`src/rtl/sa_pkg.sv`:
```
// Shared types and constants for the register-file to systolic-array operand path.
package sa_pkg;

    typedef enum logic [2:0] {
        IDLE,
        PRELOAD,
        BIAS,
        COMPUTE,
        ACK
    } state_t;

    localparam int OP_FLATTEN = 0;
    localparam int OP_SEL     = 1;
    localparam int OP_RELU    = 2;

    localparam logic CONV = 1'b0;
    localparam logic MUL  = 1'b1;

    localparam int SA_WIDTH      = 8;
    localparam int SA_DATA_WIDTH = 8;

    typedef logic [SA_DATA_WIDTH-1:0] elem_t;
    typedef elem_t [SA_WIDTH-1:0]     row_t;

endpackage

```
`src/rtl/sa_operand_loader.sv`:
```
// Purpose: shadows weights/bias/geometry, preloads weight rows bottom-first, then bias, then launches the array.
// Latency: first weight row 1 cycle after start; start-to-done minimum Heff+3 cycles.
// Backpressure: none; pulses arriving in the wrong state are dropped and latch overrun_od.
module sa_operand_loader
    import sa_pkg::*;
#(
    parameter int WIDTH      = 8,
    parameter int HEIGHT     = 8,
    parameter int DATA_WIDTH = 8
) (
    input  logic                                          clk,
    input  logic                                          rst,
    input  logic                                          weight_iv,
    input  logic [HEIGHT-1:0][WIDTH-1:0][DATA_WIDTH-1:0]  weight_id,
    input  logic                                          bias_iv,
    input  logic [HEIGHT-1:0][WIDTH-1:0][DATA_WIDTH-1:0]  bias_id,
    input  logic                                          layer_info_iv,
    input  logic [3:0]                                    weight_height_id,
    input  logic [3:0]                                    weight_width_id,
    input  logic [3:0]                                    bias_width_id,
    input  logic [2:0]                                    op_id,
    input  logic                                          start_iv,
    output logic                                          sa_w_ov,
    output logic [WIDTH-1:0][DATA_WIDTH-1:0]              sa_w_row_od,
    output logic                                          sa_bias_ov,
    output logic [WIDTH-1:0][DATA_WIDTH-1:0]              sa_bias_od,
    output logic                                          sa_start_ov,
    input  logic                                          sa_done_iv,
    output logic                                          done_od,
    output logic                                          busy_od,
    output logic                                          overrun_od
);

    localparam int CW = $clog2(HEIGHT) + 1;

    state_t                                        r_state;
    state_t                                        w_next;
    logic [CW-1:0]                                 r_row_cnt;
    logic [CW-1:0]                                 w_row_cnt_nxt;
    logic [CW-1:0]                                 w_row_idx;
    logic [CW-1:0]                                 w_heff;
    logic [HEIGHT-1:0][WIDTH-1:0][DATA_WIDTH-1:0]  r_weight;
    logic [HEIGHT-1:0][WIDTH-1:0][DATA_WIDTH-1:0]  w_weight;
    logic [WIDTH-1:0][DATA_WIDTH-1:0]              r_bias0;
    logic [WIDTH-1:0][DATA_WIDTH-1:0]              w_bias0;
    logic [WIDTH-1:0][DATA_WIDTH-1:0]              w_row;
    logic [WIDTH-1:0][DATA_WIDTH-1:0]              w_bias_vec;
    logic [3:0]                                    r_wh, r_ww, r_bw;
    logic [3:0]                                    w_wh, w_ww, w_bw;
    logic                                          r_op_sel;
    logic                                          w_op_sel;
    logic                                          w_cap_ok;
    logic                                          w_overrun;
    logic                                          w_unused;

    // Only bias row 0 and the op_sel bit affect what this block emits.
    assign w_unused = ^{bias_id[HEIGHT-1:1], op_id[OP_RELU], op_id[OP_FLATTEN]};

    // Bypass lets a capture pulse coincident with start feed that same run.
    assign w_cap_ok = (r_state != PRELOAD);
    assign w_weight = (weight_iv && w_cap_ok) ? weight_id : r_weight;
    assign w_bias0  = (bias_iv && w_cap_ok) ? bias_id[0] : r_bias0;
    assign w_wh     = (layer_info_iv && w_cap_ok) ? weight_height_id : r_wh;
    assign w_ww     = (layer_info_iv && w_cap_ok) ? weight_width_id : r_ww;
    assign w_bw     = (layer_info_iv && w_cap_ok) ? bias_width_id : r_bw;
    assign w_op_sel = (layer_info_iv && w_cap_ok) ? op_id[OP_SEL] : r_op_sel;

    assign w_heff = (32'(w_wh) > 32'(HEIGHT)) ? CW'(HEIGHT) : CW'(w_wh);

    assign w_overrun = ((r_state == PRELOAD) && (weight_iv || bias_iv || layer_info_iv))
                     || (start_iv && (r_state != IDLE));

    // Row counter holds how many rows remain after the one being loaded.
    always_comb begin
        w_next        = r_state;
        w_row_idx     = '0;
        w_row_cnt_nxt = r_row_cnt;
        case (r_state)
            IDLE: begin
                if (start_iv) begin
                    if (w_heff == '0) begin
                        w_next = BIAS;
                    end else begin
                        w_next        = PRELOAD;
                        w_row_idx     = w_heff - 1'b1;
                        w_row_cnt_nxt = w_heff - 1'b1;
                    end
                end
            end
            PRELOAD: begin
                if (r_row_cnt == '0) begin
                    w_next = BIAS;
                end else begin
                    w_row_idx     = r_row_cnt - 1'b1;
                    w_row_cnt_nxt = r_row_cnt - 1'b1;
                end
            end
            BIAS:    w_next = COMPUTE;
            COMPUTE: if (sa_done_iv) w_next = ACK;
            ACK:     w_next = IDLE;
            default: w_next = IDLE;
        endcase
    end

    always_comb begin
        w_row = '0;
        for (int i = 0; i < HEIGHT; i++) begin
            if (CW'(i) == w_row_idx) w_row = w_weight[i];
        end
        for (int j = 0; j < WIDTH; j++) begin
            if (j >= int'(w_ww)) w_row[j] = '0;
        end
    end

    always_comb begin
        w_bias_vec = '0;
        for (int j = 0; j < WIDTH; j++) begin
            if (w_op_sel == CONV) begin
                w_bias_vec[j] = w_bias0[0];
            end else if (j < int'(w_bw)) begin
                w_bias_vec[j] = w_bias0[j];
            end
        end
    end

    always_ff @(posedge clk) begin
        if (rst) begin
            r_state     <= IDLE;
            r_row_cnt   <= '0;
            r_weight    <= '0;
            r_bias0     <= '0;
            r_wh        <= '0;
            r_ww        <= '0;
            r_bw        <= '0;
            r_op_sel    <= 1'b0;
            sa_w_ov     <= 1'b0;
            sa_w_row_od <= '0;
            sa_bias_ov  <= 1'b0;
            sa_bias_od  <= '0;
            sa_start_ov <= 1'b0;
            done_od     <= 1'b0;
            busy_od     <= 1'b0;
            overrun_od  <= 1'b0;
        end else begin
            r_state     <= w_next;
            r_row_cnt   <= w_row_cnt_nxt;
            r_weight    <= w_weight;
            r_bias0     <= w_bias0;
            r_wh        <= w_wh;
            r_ww        <= w_ww;
            r_bw        <= w_bw;
            r_op_sel    <= w_op_sel;
            sa_w_ov     <= (w_next == PRELOAD);
            sa_bias_ov  <= (w_next == BIAS);
            sa_start_ov <= (r_state == BIAS);
            done_od     <= (w_next == ACK);
            busy_od     <= (w_next != IDLE);
            if (w_next == PRELOAD) sa_w_row_od <= w_row;
            if (w_next == BIAS)    sa_bias_od  <= w_bias_vec;
            if (w_overrun)         overrun_od  <= 1'b1;
        end
    end

endmodule

```
`config.mk`:
```
export PLATFORM = sky130hd
export DESIGN_NAME = sa_operand_loader
export DESIGN_NICKNAME = d
export VERILOG_FILES = /design/src/rtl/sa_pkg.sv /design/src/rtl/sa_operand_loader.sv
export SDC_FILE = /design/constraint.sdc
export NUM_CORES = 2
export LEC_CHECK = 0
export CAP_MARGIN = 20
export CORE_AREA = 2 2 460 462
export CTS_CLUSTER_DIAMETER = 60
export CTS_CLUSTER_SIZE = 20
export DETAILED_ROUTE_END_ITERATION = 7
export DIE_AREA = 0 0 462 464
export SLEW_MARGIN = 20
export SYNTH_ARGS = -nofsm -noshare
export SYNTH_HDL_FRONTEND = slang
export SYNTH_SLANG_ARGS = --single-unit
```
`constraint.sdc`:
```
create_clock -name clk -period 8 [get_ports clk]
set_input_delay 0.8 -clock clk [delete_from_list [all_inputs] [get_ports clk]]
set_output_delay 0.8 -clock clk [all_outputs]
set_load 0.01 [all_outputs]
```
Yosys cells after proc, flatten, opt, wreduce, memory -nomap -nowiden
Index checks and enable logic that the tools add are counted.
{"block": "word_totals", "wordCells": 204, "ramBits": 0, "input_bits": 1046, "out_inout_bits": 134, "register_bits": 730, "rom_bits": 0, "latch_bits": 0, "memories": 0}
{"block": "classes", "n_mux": 52, "n_reduce_logical": 16, "n_div": 0, "magnitude_cmp": 17, "n_addsub": 2, "mul": 0, "n_shift": 0, "bitwise_logic": 0, "eq_ne": 17}
{"operator": "2-to-1 mux 64 bit", "count": 9}
{"operator": "2-to-1 mux 512 bit", "count": 1}
{"operator": "2-to-1 mux 8 bit", "count": 24}
{"operator": "2-to-1 mux 4 bit", "count": 10}
{"operator": "equality test 3 x 4 -> 1 bit, first input constant", "count": 4}
{"operator": ">= comparator 3 x 4 -> 1 bit, first input constant", "count": 4}
{"operator": "less-than comparator 3 x 4 -> 1 bit, first input constant", "count": 4}
{"operator": "one-hot mux 4 bit (2 select lines)", "count": 2}
{"operator": "logical NOT 4 bit", "count": 3}
{"operator": "one-hot mux 3 bit (4 select lines)", "count": 1}
{"operator": "equality test 3 x 2 -> 1 bit, second input constant", "count": 3}
{"operator": "2-to-1 mux 3 bit", "count": 3}
{"operator": "equality test 2 x 4 -> 1 bit, first input constant", "count": 2}
{"operator": ">= comparator 1 x 4 -> 1 bit, first input constant", "count": 2}
{"operator": ">= comparator 2 x 4 -> 1 bit, first input constant", "count": 2}
{"operator": "less-than comparator 1 x 4 -> 1 bit, first input constant", "count": 2}
{"operator": "less-than comparator 2 x 4 -> 1 bit, first input constant", "count": 2}
{"operator": "subtractor 4 x 1 -> 4 bit, second input constant", "count": 2}
{"operator": "equality test 3 x 1 -> 1 bit, second input constant", "count": 2}
{"operator": "!= test 2 bit, second input constant", "count": 3}
{"operator": "nonzero test 3 bit", "count": 2}
{"operator": "logical AND 1 bit", "count": 5}
{"operator": "equality test 1 x 4 -> 1 bit, first input constant", "count": 1}
{"operator": "greater-than comparator 4 bit, second input constant", "count": 1}
{"operator": "other kinds (8)", "count": 10}

Logic depth before layout (Yosys ltp)
{"block": "depth", "ltp_word": 19, "mapped_depth": 19}

Worst setup path after synthesis
No wires, ideal clock.
{"block": "synth_timing", "kind": "input port to flip-flop", "startpoint": "input layer_info_iv", "endpoint": "register sa_w_row_od[58] (netlist name)", "slack_ns": 3.790, "setup_time_ns": 0.134, "cell_stages": 17, "required_time_ns": 7.866, "arrival_ns": 4.077, "cell_sequence": "buf_2 > inv_1 > nor2_2 > clkbuf_1 > a31oi_1 > ha_1 > buf_2 > or3b_2 > a32oi_1 > a22o_1 > nand4_1 > nor2_1 > buf_2 > buf_1 > a22oi_1 > nand2_1 > o22ai_1"}
{"block": "synth_via", "elab_chain_len": 18, "elab_cells_between_ends": 32}
{"element": "start: declaration", "line": "sa_operand_loader.sv:17", "source": "input logic layer_info_iv,"}
{"element": "logical AND 1 bit (*)", "line": "sa_operand_loader.sv:63, sa_operand_loader.sv:64"}
{"element": "2-to-1 mux 4 bit", "line": "sa_operand_loader.sv:63", "source": "assign w_wh = (layer_info_iv && w_cap_ok) ? weight_height_id : r_wh;"}
{"element": "greater-than comparator 4 bit", "line": "sa_operand_loader.sv:68", "source": "assign w_heff = (32'(w_wh) > 32'(HEIGHT)) ? CW'(HEIGHT) : CW'(w_wh);"}
{"element": "2-to-1 mux 4 bit", "line": "sa_operand_loader.sv:68"}
{"element": "subtractor 4 x 1 -> 4 bit or logical NOT 4 bit (tied branches)", "line": "sa_operand_loader.sv:85, sa_operand_loader.sv:81"}
{"element": "2-to-1 mux 4 bit", "line": "sa_operand_loader.sv:81", "source": "if (w_heff == '0) begin"}
{"element": "2-to-1 mux 4 bit", "line": "sa_operand_loader.sv:80", "source": "if (start_iv) begin"}
{"element": "one-hot mux 4 bit (2 select lines)", "line": "sa_operand_loader.sv:78", "source": "case (r_state)"}
{"element": "logical NOT 4 bit", "line": "sa_operand_loader.sv:108", "source": "if (CW'(i) == w_row_idx) w_row = w_weight[i];"}
{"element": "2-to-1 mux 64 bit (8 in a row)", "line": "sa_operand_loader.sv:108"}
{"element": "2-to-1 mux 8 bit", "line": "sa_operand_loader.sv:111", "source": "if (j >= int'(w_ww)) w_row[j] = '0;"}
{"element": "end signal: assignment", "line": "sa_operand_loader.sv:158", "source": "if (w_next == PRELOAD) sa_w_row_od <= w_row;"}
{"element": "end: declaration", "line": "sa_operand_loader.sv:24", "source": "output logic [WIDTH-1:0][DATA_WIDTH-1:0] sa_w_row_od,"}
Every way passes the cells marked *; elsewhere a longest branch is shown, timed or not.
A chain may end at the register's enable or synchronous reset.

Final worst setup path
{"block": "layout_timing", "startpoint": "input layer_info_iv", "endpoint": "register sa_w_row_od[61] (netlist name)"}
The elaborated chain is that of the path after synthesis.

==> load_flow_metrics.sql <==
INSERT INTO impl_metrics (metric_group, metric, value, unit) VALUES
('power_and_ir_drop', 'powerDensity', '347', 'mW/mm2'),
('final_layout', 'multi_input_comb_area', '0.0144', 'mm2'),
('detailed_routing', 'dr_wl_met3', '19100', 'um'),
('final_layout', 'final_core_util', '0.208', ''),
('min_path', 'worst_hold_path_type', 'flip-flop to flip-flop', ''),
('detailed_routing', 'highest_metal_layer_used_by_the_detailed_router', 'met5', ''),
('global_route', 'pin_count_of_the_biggest_net_entering_global_routing', '212', ''),
('critical_path', 'type_of_element_launching_the_critical_path', 'input port', ''),
('synthesis', 'share_of_synthesized_area_spent_on_multiplexers', '0.182', ''),
('sta', 'final_layout_worst_hold_slack', '465', 'ps'),
('die', 'floorplan.initialDensity', '0.143', ''),
('synthesis', 'synth_edf_count', '0', ''),
('final_layout', 'layout-area-overhead-vs-synth', '45.5', '%'),
('synthesis', 'synthesis.area', '0.0300', 'mm2'),
('sta', 'max_slew_margin', '0.214', ''),
('synthesis', 'ys_seq_area_frac', '0.488', ''),
('power_and_ir_drop', 'p_sw_frac', '0.435', ''),
('cts', 'cts_hold_repair.buffers', '0', ''),
('detailed_routing', 'first_iter_violations', '2345', ''),
('detailed_routing', 'route.vias.total', '27847', ''),
('run_status', 'status', 'finished clean', ''),
('power_and_ir_drop', 'power.share.combinational', '0.436', ''),
('synthesis', 'synth_fp_nets', '4257', ''),
('synthesis', 'synth.top_cell.area_share', '0.488', ''),
('sta', 'hold_violations', '0', ''),
('synthesis', 'synth_top_cells_by_area', 'sky130_fd_sc_hd__dfxtp_1 (49%), sky130_fd_sc_hd__mux2i_1 (18%), sky130_fd_sc_hd__nor2_1 (7.8%)', ''),
('global_route', 'grt_antenna_before_repair', '98', ''),
('cts', 'cts.sink_count', '730', ''),
('synthesis', 'count_of_distinct_cell_types_in_the_synthesized_netlist', '77', ''),
('power_and_ir_drop', 'clock_share_of_power', '0.269', ''),
('detailed_routing', 'avgRoutedWirePerCell', '25.5', 'um'),
('power_and_ir_drop', 'total_power', '0.0151', 'W'),
('sta', 'rsz_0062_raised_after_global_routing', 'false', ''),
('critical_path', 'crit_path_max_fanout', '22', ''),
('critical_path', 'worstPathArrival', '6630', 'ps'),
('detailed_routing', 'm1WireLength', '73000', 'um'),
('detailed_routing', 'drt_wl_total', '173000', 'um'),
('sta', 'fmax', '0.167', 'GHz'),
('detailed_routing', 'met2_length', '73500', 'um'),
('synthesis', 'post_synth_fa_ha_maj_area_fraction', '0.000835', ''),
('die', 'io-pin-count', '1180', ''),
('cts', 'h_tree_levels', '3', ''),
('power_and_ir_drop', 'ir_worst_vdd', '0.206', 'mV'),
('cts', 'cts_buffers', '79', ''),
('synthesis', 'syn-instance-count', '3209', ''),
('cts', 'clkTransAtPathRegs', '80', 'ps'),
('die', 'core_area', '0.209', 'mm2'),
('sta', 'finalClockSkew', '55.8', 'ps'),
('synthesis', 'post_synth_most_frequent_cells', 'sky130_fd_sc_hd__dfxtp_1 (730), sky130_fd_sc_hd__nor2_1 (620), sky130_fd_sc_hd__mux2i_1 (544)', ''),
('detailed_routing', 'routed_via_density', '4.12', ''),
('synthesis', 'synthArstFlopShare', '0', ''),
('cts', 'clk_latency', '720', 'ps'),
('synthesis', 'synth_compound_gate_area_share', '0.151', ''),
('synthesis', 'post_synth_and_or_nand_nor_area_fraction', '0.139', ''),
('final_layout', 'fillerInstances', '22991', ''),
('critical_path', 'critPathRequiredTime', '8630', 'ps'),
('cts', 'tritoncts_clock_tree', 'built', ''),
('sta', 'setup_tns', '0', 'ps'),
('synthesis', 'synth_ff_type', 'sky130_fd_sc_hd__dfxtp_1', ''),
('sta', 'report.final.setup_viol', '0', ''),
('job', 'drv_cap', '0', ''),
('sta', 'final-max-slew-violation-count', '0', ''),
('power_and_ir_drop', 'p_switching', '0.00658', 'W'),
('synthesis', 'avgSynthCellArea', '9.34', 'um2'),
('die', 'design.die.area', '0.214', 'mm2'),
('synthesis', 'yosys_warnings', '0', ''),
('final_layout', 'seqCellArea', '0.0146', 'mm2'),
('power_and_ir_drop', 'cellInternalPower', '0.00856', 'W'),
('global_route', 'grt.total_usage', '0.153', ''),
('synthesis', 'post-synth-top-area-cell', 'sky130_fd_sc_hd__dfxtp_1', ''),
('critical_path', 'critical_path.endpoint_type', 'flip-flop', '');
area by class of cell:
cell class	count	area share
Timing Repair Buffer	814	0.183
Multi-Input combinational cell	2222	0.331
Sequential cell	730	0.335
Clock buffer	86	0.0466
Antenna cell	39	0.00224
Clock inverter	61	0.0198
Tap cell	2805	0.0805
Inverter	10	0.000890
power by group through the flow:
stage / clock network (W) / registers [W] / logic (W)
6_report: 0.00407 / 0.00448 / 0.00660
5_1_grt: 0.00430 / 0.00454 / 0.00706
4_1_cts: 0.00418 / 0.00447 / 0.00678
3_5_place_dp: 0 / 0.00455 / 0.00676
3_3_place_gp: 0 / 0.00453 / 0.00671
2_1_floorplan: 0 / 0.00459 / 0.00306
routing by layer:
metal | up-vias | global-route usage
met1 | 13471 | 0.191
met5 | - | 0
li1 | 12729 | -
met2 | 1281 | 0.232
met4 | 72 | 0.0570
met3 | 294 | 0.0663
worst max-delay path, stage by stage:
cell	delay [ps]
sky130_fd_sc_hd__clkdlybuf4s50_1	790
sky130_fd_sc_hd__inv_1	220
sky130_fd_sc_hd__nor2_2	360
sky130_fd_sc_hd__nor3b_1	110
sky130_fd_sc_hd__a31oi_1	180
sky130_fd_sc_hd__ha_1	350
sky130_fd_sc_hd__nor3b_1	530
sky130_fd_sc_hd__a311oi_4	190
sky130_fd_sc_hd__o2bb2ai_2	240
sky130_fd_sc_hd__a21oi_1	380
sky130_fd_sc_hd__nand2_2	620
sky130_fd_sc_hd__buf_4	430
sky130_fd_sc_hd__o221ai_1	690
sky130_fd_sc_hd__o21ai_1	390
sky130_fd_sc_hd__a21oi_1	230
logic make-up (layout without fill, tap and decap cells):
kind of cell | count (synthesis) | count (layout)
other cells | 0 | 39
buf+inv | 257 | 971
mux | 546 | 546
compound gates | 652 | 652
xor+xnor | 2 | 2
flops | 730 | 730
fa+ha+maj | 2 | 2
simple gates | 1020 | 1020
sequential cells by signal, summed over array words and instances (netlist names), 3 cells and up:
name and flops:
r_state 3, r_wh 4, r_row_cnt 4, r_ww 4
sa_w_row_od 64, sa_bias_od 64, r_bw 4, r_weight 512
r_bias0 64
placed cells by master (no fill, tap or decap), types with 38 or more instances in the layout:
master and n:
sky130_fd_sc_hd__dfxtp_1 730, sky130_fd_sc_hd__clkdlybuf4s50_1 728, sky130_fd_sc_hd__nor2_1 615, sky130_fd_sc_hd__mux2i_1 542, sky130_fd_sc_hd__nand2_1 256, sky130_fd_sc_hd__a21oi_1 157
sky130_fd_sc_hd__o21ai_0 87, sky130_fd_sc_hd__buf_4 80, sky130_fd_sc_hd__clkbuf_16 79, sky130_fd_sc_hd__o221ai_1 73, sky130_fd_sc_hd__o211a_1 48, sky130_fd_sc_hd__o22ai_1 47
sky130_fd_sc_hd__diode_2 39, sky130_fd_sc_hd__o21ai_1 38
metrics by stage:
step / setup WS (ps) / instance area, um2
after detailed placement: 1330 / 40600
after global placement: 1260 / 40600
final: 2000 / 43600
after CTS: 2060 / 43500
after global routing: 1740 / 43500
after floorplan: 3790 / 30000
path summary, 6_finish.rpt:
kind	end	slack, ps	cells past startpoint
hold / removal	r_weight[471]$_SDFF_PP0_	460	2
hold reg to reg	r_weight[471]$_SDFF_PP0_	460	2
setup reg to reg	sa_w_row_od[32]$_SDFFE_PP0P_	2080	14
setup / recovery	sa_w_row_od[61]$_SDFFE_PP0P_	2000	15
No activity file was read; power rests on OpenSTA's default activity.
